`config.mk`:
```
export PLATFORM = sky130hd
export DESIGN_NAME = sodor1_alu
export DESIGN_NICKNAME = d
export VERILOG_FILES = /design/src/rtl/sodor1_pkg.sv /design/src/rtl/sodor1_alu.sv
export SDC_FILE = /design/constraint.sdc
export NUM_CORES = 1
export LEC_CHECK = 0
export ABC_AREA = 1
export CAP_MARGIN = 5
export CORE_MARGIN = 1.5
export CORE_UTILIZATION = 30
export DETAILED_ROUTE_END_ITERATION = 8
export PLACE_DENSITY_LB_ADDON = 0.15
export SLEW_MARGIN = 25
export SYNTH_ARGS = -nofsm -noshare
export SYNTH_HDL_FRONTEND = slang
export SYNTH_SLANG_ARGS = --single-unit
```
`constraint.sdc`:
```
create_clock -name vclk -period 2.9
set_input_delay 0.435 -clock vclk [all_inputs]
set_output_delay 0.435 -clock vclk [all_outputs]
set_load 0.1 [all_outputs]
```
`src/rtl/sodor1_pkg.sv`:
```
// Shared definitions for the Sodor 1-stage RV32I ISA reference model.
// Holds the opcode and funct3 encodings used by the decoder, the ALU
// operation enum, and the immediate sign-extension helpers.
package sodor1_pkg;

    // Major opcodes handled by the model; everything else executes as a NOP.
    localparam logic [6:0] OP_R  = 7'b0110011;
    localparam logic [6:0] OP_I  = 7'b0010011;
    localparam logic [6:0] OP_BR = 7'b1100011;

    // ALU funct3 encodings (shared by R-type and I-type).
    localparam logic [2:0] F3_ADD  = 3'b000;
    localparam logic [2:0] F3_SLL  = 3'b001;
    localparam logic [2:0] F3_SLT  = 3'b010;
    localparam logic [2:0] F3_SLTU = 3'b011;
    localparam logic [2:0] F3_XOR  = 3'b100;
    localparam logic [2:0] F3_SR   = 3'b101;
    localparam logic [2:0] F3_OR   = 3'b110;
    localparam logic [2:0] F3_AND  = 3'b111;

    // Branch funct3 encodings; 010 and 011 are unused and never taken.
    localparam logic [2:0] F3_BEQ  = 3'b000;
    localparam logic [2:0] F3_BNE  = 3'b001;
    localparam logic [2:0] F3_BLT  = 3'b100;
    localparam logic [2:0] F3_BGE  = 3'b101;
    localparam logic [2:0] F3_BLTU = 3'b110;
    localparam logic [2:0] F3_BGEU = 3'b111;

    typedef enum logic [3:0] {
        AluAdd,
        AluSub,
        AluSll,
        AluSlt,
        AluSltu,
        AluXor,
        AluSrl,
        AluSra,
        AluOr,
        AluAnd
    } alu_op_e;

    function automatic logic [31:0] imm_i_of(input logic [31:0] instr);
        return {{20{instr[31]}}, instr[31:20]};
    endfunction

    function automatic logic [31:0] imm_b_of(input logic [31:0] instr);
        return {{19{instr[31]}}, instr[31], instr[7], instr[30:25], instr[11:8], 1'b0};
    endfunction

endpackage

```
`src/rtl/sodor1_alu.sv`:
```
// Combinational RV32I integer ALU.
// Ports:
//   a_i      - first operand (rs1 value)
//   b_i      - second operand (rs2 value or sign-extended immediate)
//   op_i     - operation select
//   result_o - 32-bit result; shifts use b_i[4:0], compares return 0/1
module sodor1_alu
    import sodor1_pkg::*;
(
    input  logic [31:0] a_i,
    input  logic [31:0] b_i,
    input  alu_op_e     op_i,
    output logic [31:0] result_o
);

    logic [4:0] shamt;

    always_comb begin
        shamt    = b_i[4:0];
        result_o = '0;
        unique case (op_i)
            AluAdd:  result_o = a_i + b_i;
            AluSub:  result_o = a_i - b_i;
            AluSll:  result_o = a_i << shamt;
            AluSlt:  result_o = {31'b0, $signed(a_i) < $signed(b_i)};
            AluSltu: result_o = {31'b0, a_i < b_i};
            AluXor:  result_o = a_i ^ b_i;
            AluSrl:  result_o = a_i >> shamt;
            AluSra:  result_o = $unsigned($signed(a_i) >>> shamt);
            AluOr:   result_o = a_i | b_i;
            AluAnd:  result_o = a_i & b_i;
            default: result_o = '0;
        endcase
    end

endmodule

```
---- Yosys cells after proc, flatten, opt, wreduce, memory -nomap -nowiden ----
Cells that the tools add are included.
storage, ports and cells
  register bits after elaboration ......... 0
  input bits .............................. 68
  output and inout port bits .............. 32
  logic and storage cells ................. 21
operators by class
  add/subtract/negate cells ............... 2
  magnitude comparators ................... 2
  eq/ne operators ......................... 9
  shifts and indexed selects .............. 3
  mux-type cells .......................... 1
  bitwise gates (word level) .............. 3
  reduce and logical (&&, ||, !) cells .... 1
operator list
  cell                number
  $pmux 32 s10        1
  $lt 32x32->1        2
  $add 32x32->32      1
  $and 32x32->32      1
  $or 32x32->32       1
  $shl 32x5->32       1
  $shr 32x5->32       1
  $sshr 32x5->32      1
  $sub 32x32->32      1
  $xor 32x32->32      1
  $eq 4x3->1 const B  4
  $eq 4x2->1 const B  2
  $eq 4x4->1 const B  2
  $eq 4x1->1 const B  1
  $logic_not 4->1     1

---- Logic depth before layout (Yosys ltp) ----
  depth after elaboration ................. 2
  gate-level depth with buffers ........... 20
  gate-level depth less buffers ........... 16

---- Worst setup path after synthesis ----
OpenSTA, ideal clock, no wires.
  kind .................................... input -> output
  start ................................... input b_i[4]
  end ..................................... output result_o[25]
  arrival ................................. 3.204 ns
  required time ........................... 2.465 ns
  setup slack ............................. -0.739 ns
  stages on the path ...................... 15
  buffers on the path ..................... 3
  cells stage by stage .................... inv_1 > clkbuf_1 > buf_1 > ha_1 > buf_2 > nor2_1 > nand3_1 > nand3_1 > nand2_1 > nand2_1 > nand2_1 > nand3_1 > nand2_1 > nand3_1 > nand4_1
on the way
  word-level cells in the longest chain between the ends .. 2
RTL lines
  what                                    line              RTL
  start: declaration                      sodor1_alu.sv:11  input logic [31:0] b_i,
  $sub 32x32->32 (tied with other cells)  sodor1_alu.sv:23  AluSub: result_o = a_i - b_i;
  $pmux 32 s10 (*)                        sodor1_alu.sv:21  unique case (op_i)
  end: declaration                        sodor1_alu.sv:13  output logic [31:0] result_o
Every way passes the cells marked *; elsewhere a longest branch is shown, timed or not.

---- Worst setup path after layout ----
  start ................................... input a_i[0]
  end ..................................... output result_o[12]
on the way
  word-level cells in the longest chain between the ends .. 2
RTL lines
  what                                    line              RTL
  start: declaration                      sodor1_alu.sv:10  input logic [31:0] a_i,
  $sub 32x32->32 (tied with other cells)  sodor1_alu.sv:23
  $pmux 32 s10 (*)                        sodor1_alu.sv:21
Marked as above.

==> metrics.md <==
| Metric | Value |
|---|---|
| Final weighted congestion in routability-driven placement | 1.05 |
| Area taken by multi-input logic gates | 0.0104 mm² |
| Starting density of the core | 30.7% |
| Final HPWL DP | 53.1 mm |
| Period minus WS final | 2.88 ns |
| Worst min path class | input port to output pin |
| Maximum fanout along the worst path | 4 |
| Standard-cell row count | 66 |
| Peak supply drop | 0.000151 V |
| Count of mapped cells out of synthesis | 2,063 |
| Category of the worst setup path launch point | input port |
| Die Wd | 186 µm |
| Final Instance Count excl. Fillers | 3,037 |
| Die Area | 0.0346 mm² |
| Storage cell area | 0 µm² |
| CP arrival | 2.44 ns |
| Area growth, synth to finish | 75.4% |
| Number of routed nets with antenna violations | 0 |
| Total via count in the routed design | 16,092 |
| Post-synthesis instance area | 0.0100 mm² |
| Slew of the pin with the lowest slew margin | 0.406 ns |
| Number of filler instances in the final layout | 3,487 |
| Global Route Usage Sum | 36.3% |
| Instance count after placement with tap cells included | 2,990 |
| Number of antenna violations at the first check in global routing | 2 |
| Wire length of the first global-routing pass | 92.6 mm |
| Number of setup violations in the final report | 0 |
| Sequential cell count | 0 |
| Final standard cell utilization of the core | 53.8% |
| Drt first pass iters | 5 |
| Worst slew slack as a fraction of its limit | 72.9% |
| WL per Instance | 21.2 µm |
| Final critical-path share of the clock period | 99.2% |
| Via count of the first global-routing pass | 15,316 |
| Power density of the placed cells | 221 mW/mm² |
| Mean instance size in the synthesized netlist | 4.87 µm² |
| Number of nets produced by synthesis | 2,232 |
| Setup TNS | 0 ns |
| Max-slew violation total from the final report | 0 |
| Clock buf count | 0 |
| Violation count after the first detailed-routing iteration | 1,455 |
| Max-cap check violation count | 0 |
| Outcome | finished, final reports clean |
| Number of top-level pins | 100 |
| Overflow after GRT | 0 |
| Origin of the worst setup path | a_i[0] |
| Worst EP required | 2.47 ns |
| Maximum number of pins on one net before global-route repair | 56 |
| Number of buffers added on ports | 100 |
| Synth cell types | 47 |
| Number of remaining DRC errors | 0 |
| Share of post-route cells with drive strength above 1 | 41.8% |
| Core region area | 0.0327 mm² |
| Final Hold Violating Endpoints | 0 |
| Sequential share of the synthesized area | 0% |
| Sum of routed wire length over all layers | 64.4 mm |
| YS warnings | 0 |
| Worst hold start | b_i[1] |
| Timing-limited maximum frequency | 347 MHz |
| Lkg Pwr | 9.27 nW |
| Diode count | 0 |
| Crit path capture type | output pin |
| Final nets | 2,766 |
| Kind of critical path | input port to output pin |
| Ratio of routed vias to standard cells | 5.30 |
| Chip Height | 186 µm |
==> worst max-delay path, cell delays in order <==
cell and delay, ns:
buf_6 0.11, buf_6 0.11, ha_4 0.15, inv_2 0.06, fa_2 0.25, nor2_4 0.05, nor2_4 0.21, inv_2 0.06
buf_4 0.14, nand2_2 0.07, nand3_2 0.12, o21ai_1 0.16, a21o_1 0.17, nand3_2 0.14, buf_12 0.20
==> synthesized netlist by cell type (4+ instances only) <==
library cell  instances  area [µm²]
inv_1               285        1070
buf_4                15         113
nor3_1               15        75.1
o21bai_1             14         105
o211ai_1             22         165
nand3b_1              4        30.0
o21ai_1               8        40.0
o221ai_1              4        35.0
nand2_1             698        2620
nand4_1              35         219
clkbuf_1             12        45.0
o21ai_0              65         325
a221oi_1              4        35.0
o21ai_2               4        35.0
buf_1                 5        18.8
buf_6                 6        67.6
nor2_1              165         619
o22ai_1              21         131
a21oi_1              85         425
nand3_1             389        1950
ha_1                 99        1240
and2_1               11        68.8
inv_2                10        37.5
buf_2                48         240
nand2_2               4        25.0
==> area by class of cell <==
cell class | instances | share of cell area (%)
well taps | 442 | 3.14
inverters | 297 | 6.61
multi-input cells | 1677 | 58.9
repair buffers | 621 | 31.3
==> metal layers <==
metal | GRT usage (%) | part of all wire, %
met1 | 49.3 | 44
met2 | 61.2 | 46
met3 | 2.64 | 6.5
met4 | 10.5 | 4.1
met5 | 0 | 0.020
==> worst paths after layout <==
check	end	slack [ns]	cells past startpoint
setup / recovery	result_o[12]	0.02	15
hold / removal	result_o[1]	1.64	7
==> cells by family after synthesis <==
group | Yosys count | share of synthesized area (%)
adders and majority gates | 101 | 12.7
buffers and inverters | 386 | 16.1
muxes | 1 | 0.0997
and+or+nand+nor | 1335 | 56.9
xor gates and xnor gates | 3 | 0.262
AOI/OAI and AO/OA | 237 | 13.8
==> per-stage QoR <==
| stage | hold WS [ns] | setup WS, ns | instance area (µm²) | power [mW] |
|---|---|---|---|---|
| 6_report | 1.64 | 0.0219 | 17600 | 3.90 |
| 2_1_floorplan | 1.35 | -0.296 | 10300 | 1.71 |
| 3_3_place_gp | 1.72 | -0.668 | 15400 | 3.30 |
| 5_1_grt | 1.67 | -0.0217 | 17600 | 4.12 |
| 3_5_place_dp | 1.74 | -0.669 | 15400 | 3.30 |
| 4_1_cts | 1.72 | -0.0427 | 16700 | 3.60 |
==> power breakdown <==
part           total, mW  internal (mW)  switching, mW
Clock                  0              0              0
Combinational       3.90           1.55           2.34
Sequential             0              0              0
==> cells in the final DEF, fill, tap and decap left out, types with 22 or more instances in the layout <==
| cell type | synthesis | layout |
|---|---|---|
| ha_1 | 99 | 53 |
| inv_1 | 285 | 199 |
| nor2_2 | 3 | 34 |
| nor2_1 | 165 | 98 |
| nand3_1 | 389 | 343 |
| o211ai_1 | 22 | 22 |
| o21ai_1 | 8 | 26 |
| clkbuf_2 | 3 | 24 |
| nand2_1 | 698 | 566 |
| ha_4 | 0 | 34 |
| nor2_4 | 3 | 39 |
| nand3_2 | 1 | 38 |
| a21oi_2 | 1 | 38 |
| buf_4 | 15 | 462 |
| a21oi_1 | 85 | 43 |
| inv_2 | 10 | 85 |
| nand2_2 | 4 | 115 |
| o21ai_0 | 65 | 33 |
| nand4_1 | 35 | 35 |
| buf_6 | 6 | 35 |
| buf_12 | 0 | 52 |
==> repair_timing <==
item / 4_1_cts / 5_1_grt
cloned: 2 / 2
pin swaps: 83 / 126
setup endpoints to repair: 32 / 32
buffers inserted: 24 / 20
resized for setup: 436 / 333
hold buffers: 0 / 0
(Power assumes the default switching activity.)
